File: config.mk
export PLATFORM = sky130hd
export DESIGN_NAME = up_down_counter
export DESIGN_NICKNAME = d
export VERILOG_FILES = /design/src/rtl/up_down_counter.sv
export SDC_FILE = /design/constraint.sdc
export NUM_CORES = 1
export LEC_CHECK = 0
export ABC_CLOCK_PERIOD_IN_PS = 1100
export BUFFER_PORTS_ARGS = -buffer_cell sky130_fd_sc_hd__buf_4
export CAP_MARGIN = 20
export CORE_AREA = 2 2 39 41
export DETAILED_ROUTE_END_ITERATION = 10
export DIE_AREA = 0 0 41 43
export GPL_ROUTABILITY_DRIVEN = 0
export PLACE_DENSITY = 0.36
export SYNTH_ARGS = -nofsm -noshare
export SYNTH_HDL_FRONTEND = slang
export SYNTH_SLANG_ARGS = --single-unit
File: constraint.sdc
create_clock -name clk_i -period 1.1 [get_ports clk_i]
set_input_delay 0.11 -clock clk_i [delete_from_list [all_inputs] [get_ports clk_i]]
set_output_delay 0.11 -clock clk_i [all_outputs]
set_load 0.01 [all_outputs]
File: src/rtl/up_down_counter.sv
// up_down_counter: free-running modulo-2^WIDTH binary counter.
// Direction is chosen every clock edge by mode_i (1 = up, 0 = down).
// Both directions wrap silently. rst_i is an asynchronous, active-low clear.
// counter_o comes straight from the count register, so there is no
// combinational path from any input to the output.
module up_down_counter #(
    parameter int WIDTH = 3
) (
    input  logic             clk_i,
    input  logic             rst_i,
    input  logic             mode_i,
    output logic [WIDTH-1:0] counter_o
);

    // A single step of the count. Unsigned WIDTH-bit arithmetic drops the
    // carry or borrow, so 2^WIDTH-1 wraps to 0 and 0 wraps to 2^WIDTH-1.
    localparam logic [WIDTH-1:0] COUNT_ONE  = WIDTH'(1);
    localparam logic [WIDTH-1:0] COUNT_ZERO = WIDTH'(0);

    // Returns the count that follows 'value' in the requested direction.
    function automatic logic [WIDTH-1:0] step_count(
        input logic [WIDTH-1:0] value,
        input logic             up
    );
        logic [WIDTH-1:0] result;
        if (up) begin
            result = value + COUNT_ONE;
        end else begin
            result = value - COUNT_ONE;
        end
        return result;
    endfunction

    logic [WIDTH-1:0] count_r;
    logic [WIDTH-1:0] next_count_s;

    // Next count: there is no hold state, so every edge advances by one.
    always_comb begin
        next_count_s = count_r;
        case (mode_i)
            1'b1:    next_count_s = step_count(count_r, 1'b1);
            1'b0:    next_count_s = step_count(count_r, 1'b0);
            default: next_count_s = COUNT_ZERO;
        endcase
    end

    // Count register: cleared as soon as rst_i falls, and it advances on each rising edge otherwise.
    always_ff @(posedge clk_i or negedge rst_i) begin
        if (!rst_i) begin
            count_r <= COUNT_ZERO;
        end else begin
            count_r <= next_count_s;
        end
    end

    assign counter_o = count_r;

endmodule

* Yosys cells after proc, flatten, opt, wreduce, memory -nomap -nowiden
Index checks and enable logic that the tools add are counted.
** Word-level totals
- Bits in registers :: 3
- Bits in latches :: 0
- Bits in writable memories :: 0
- Bits in read-only memories :: 0
- Input bits :: 3
- Output and inout bits :: 3
- Word-level logic and storage cells :: 5
- Memories :: 0
** Operators by class
- Add/subtract/negate cells :: 2
- Multiply operators :: 0
- Divide/modulo/power cells :: 0
- $lt $le $gt $ge :: 0
- Eq/ne operators :: 0
- Shift operators :: 0
- Multiplexer cells :: 1
- Bitwise operators :: 1
- Reduce and logical (&&, ||, !) cells :: 0
** Operators by type and width (number)
- 3-bit one-hot mux with 2 select lines :: 1
- 3-bit by 1-bit adder with 3-bit output (second input constant) :: 1
- 3-bit by 1-bit subtractor with 3-bit output (second input constant) :: 1
- 1-bit NOT :: 1

* Longest topological paths before layout
- Depth in word-level cells :: 2
- Mapped depth :: 3
- Depth with buffers taken out :: 3

* Worst setup path after synthesis
Ideal clock, no wire load.
- Path kind :: register to register
- Start point :: reg count_r[0], in the netlist counter_o[0]
- End point :: reg count_r[2], in the netlist counter_o[2]
- Setup time :: 134 ps
- Arrival :: 1145 ps
- Required time :: 966 ps
- Path slack :: -178 ps
- Stages on the path, launching flop included :: 3
- Buffers on the path :: 0
- Period minus slack after synthesis :: 1278 ps
- Path through :: dfrtp_1 fa_1 xnor3_1
** On the way
- Word-level cells in the longest chain between the ends :: 2
- Elaborated cells on any way between the ends :: 3
** RTL lines
- from (decl) :: line 34 : logic [WIDTH-1:0] count_r;
- from (signal assigned) :: line 52 : count_r <= next_count_s;
- 3-bit by 1-bit subtractor with 3-bit output / 3-bit by 1-bit adder with 3-bit output (equally long branches) :: line 29, 27
- 3-bit one-hot mux with 2 select lines * :: line 40 : case (mode_i)
- net next_count_s[2] :: line 35 : logic [WIDTH-1:0] next_count_s;
The timed path passes the listed nets; every way through them passes the cells marked *.

* Final worst setup path
Ends and elaborated chain as after synthesis.

==> results.txt <==
- Power Density: 2320 nW/um2
- Final Hold Vio Count: 0
- Yosys mapped the design onto 4 distinct sky130hd cell types.
- Worst-case vdd ir drop: 405 uV
* Startpoint of the worst register-to-register path: counter_o[0]$_DFF_PN0_
- In this run the standard cell core region covers 1380 um2.
- Starting density of the core: 9.04%
- The die covers 1760 um2.
- Diode count: 0
- Post-CTS resize count: 0
- Worst hold-check path type: in -> reg
- Total negative slack for setup checks: 0 ns
- Together, buffers and inverters on the worst path number 0.
- The count of pins over their slew limit is 0.
- Clock-pin slew was measured on the worst setup and hold paths at 0.04 ns.
- Clock latency at the later pin of the worst-skew pair: 0.23 ns
* Final WL: 230 um
- Final-report setup violation count: 0
* Critical Path, Cell by Cell: fa_2 > xnor3_1
* Period Utilization, post-route: 95.4%
* Number of DRC violations after detailed routing: 0
* Amount of wire on met2 after detailed routing: 108 um
* Slowest stage cell on the critical path: sky130_fd_sc_hd__dfrtp_1
* Maximum number of pins on one net before global-route repair: 4
- The post-route netlist has 55.6% of its cells at a drive strength greater than 1.
* Critical path startpoint category: register
- Post-detailed-placement cell area: 193 um2
* Family with the most delay on the worst path: flip-flops
- Across all layers, the routed design uses 94 vias.
- Number of flip-flops in the largest register: 3
- For the pin with the worst max-slew slack, the measured transition is 0.119 ns.
- After the last flow step, the layout net total stands at 23.
* Worst EP required: 1.20 ns
- The Yosys step of the flow raised 0 warnings.
* Setup fix buffers added after clock tree synthesis: 0
* Status: finished clean
- Clock period minus worst slack: 1.05 ns
- Final Cell Area: 229 um2
- The cell sitting at the root of the clock tree is a sky130_fd_sc_hd__clkbuf_4.
- Sequential elements use 60.0% of the synthesized area.
* End of the worst hold path: counter_o[2]$_DFF_PN0_
* Clock Path Buffers: 2
- The die is 41 um wide.
* TritonCTS sink count: 3
- Dividing the detail-routed wire length by the instance count gives 6.76 um.
- Wire length on met1: 75 um
- Number of buffers inserted by port buffering: 5
- TritonCTS clock tree: yes
* Share of the synthesized area in the top cell type: 60.0%
- Avg Cell Area, Syn: 17.9 um2
* Post-Synthesis Net Count: 11
- Number of standard cells after synthesis: 7
- The number of antenna violations at the first check in global routing is 0.
* Min-delay src: mode_i
- Number of buffers created by CTS: 3
- The critical path in this run is classified as reg -> reg.
- Yosys attributes the largest share of cell area to sky130_fd_sc_hd__dfrtp_1, sky130_fd_sc_hd__xnor3_1, sky130_fd_sc_hd__fa_1, sky130_fd_sc_hd__inv_1.
* Top Layer Used: met3
- Worst reg2reg endpoint: counter_o[2]$_DFF_PN0_
- Global-route wire length before repair: 331 um
- Using the TritonRoute via totals, the vias-per-cell ratio works out to 2.76.
- Mapped cell area: 125 um2
- STA puts the critical path data arrival time at 1.15 ns.
- In this run the number of H-tree levels came out at 1.
- In this run the worst path has a maximum fanout of 2.
- Number of DRC markers after the initial detailed-route iteration: 0
- On the worst path, the slowest cell contributes a delay of 0.39 ns.
* Static leakage: 0.117 nW
- Setup repair after global routing left no endpoint under its margin.
- Seq cells post-synth: 3
* I/O pin total: 6
* MaxCap Viol Count: 0
- Counting cells, the worst reg-to-reg path comes to 2.
* Router iterations before antenna repair: 1
- Remaining antenna violation count: 0
* Std-Cell Rows: 14
* Cell taking the most area after synthesis: sky130_fd_sc_hd__dfrtp_1
* Relative area change from synthesis to final layout: 83.0%
- Fmax: 0.953 GHz
- In the detailed route, the total length drawn on met3 is 46 um.
- The total overflow left after global routing is 0.
- Setup crit end kind: register
- R2r setup slk: 0.05 ns
- Slew HR: 92.1%
* Die H: 43 um
- Total track usage: 3.83%
- Along the worst hold path, the cell count comes to 2.
* Startpoint of the worst setup timing path: counter_o[0]$_DFF_PN0_
- The via count of the first global-routing pass came to 97.
- Across the routed clock network, the largest skew measured is 0.000274 ns.
## worst reg2reg max path, cell delays in order (launching register included)
cell and delay (ns):
sky130_fd_sc_hd__dfrtp_1 0.39, sky130_fd_sc_hd__fa_2 0.36, sky130_fd_sc_hd__xnor3_1 0.17
## per-layer routing
metal	GRT usage, %	vias up
met1	2.61	45
met3	4.71	0
met5	0	-
li1	-	43
met4	6.00	0
met2	3.75	6
## layout make-up
type,count,area (um2)
clock buffer,4,26.3
tap,16,20.0
multi-input combinational,2,45.0
sequential,3,75.1
inverter,2,7.51
fill,156,1150
timing repair buffer,7,55.1
## synthesized netlist by cell type
library cell / count
sky130_fd_sc_hd__fa_1: 1
sky130_fd_sc_hd__xnor3_1: 1
sky130_fd_sc_hd__inv_1: 2
sky130_fd_sc_hd__dfrtp_1: 3
## worst max-delay path by stage
stage	end	slack, ns	cells past startpoint
2_1_floorplan	counter_o[2]$_DFF_PN0_	-0.007	2
3_3_place_gp	counter_o[2]$_DFF_PN0_	0.02	2
3_5_place_dp	counter_o[2]$_DFF_PN0_	0.01	2
4_1_cts	counter_o[2]$_DFF_PN0_	0.009	2
5_1_grt	counter_o[2]$_DFF_PN0_	0.02	2
6_report	counter_o[2]$_DFF_PN0_	0.05	2
## report_power, final
part           switching [W]  internal [W]
registers          0.0000238      0.000151
clock network      0.0000548      0.000136
logic              0.0000531      0.000114
total               0.000132      0.000400
## cell usage in the layout (no fill, tap or decap)
cell type / n
sky130_fd_sc_hd__buf_4: 6
sky130_fd_sc_hd__clkbuf_1: 1
sky130_fd_sc_hd__xnor3_1: 1
sky130_fd_sc_hd__clkbuf_4: 3
sky130_fd_sc_hd__dfrtp_1: 3
sky130_fd_sc_hd__inv_1: 2
sky130_fd_sc_hd__fa_2: 1
sky130_fd_sc_hd__dlygate4sd3_1: 1
## timing repair
| action | CTS | global route |
|---|---|---|
| setup endpoints to repair | 0 | 1 |
| endpoints found under the hold margin | 3 | 0 |
| hold buffers | 1 | 0 |
## kinds of logic (layout without fill, tap and decap cells)
logic type / Yosys count / in the layout / synth area share (%)
DFF: 3 / 3 / 60.0
buffers and inverters: 2 / 13 / 6.00
adders and majority gates: 1 / 1 / 16.0
xor gates and xnor gates: 1 / 1 / 18.0
## per-stage QoR
| step | instances | hold WS [ns] | worst slack (ns) | utilization (%) | power [W] |
|---|---|---|---|---|---|
| 2_1_floorplan | 7 | -0.186 | -0.00727 | - | 0.000263 |
| 3_3_place_gp | 29 | -0.0979 | 0.0199 | 13.9 | 0.000342 |
| 3_5_place_dp | 29 | -0.0998 | 0.0101 | 13.9 | 0.000340 |
| 4_1_cts | 34 | 0.177 | 0.00899 | 16.5 | 0.000548 |
| 5_1_grt | 34 | 0.186 | 0.0220 | 16.5 | 0.000575 |
| 6_report | 34 | 0.183 | 0.0509 | 16.5 | 0.000532 |
Power figures use the tool's default switching activity.
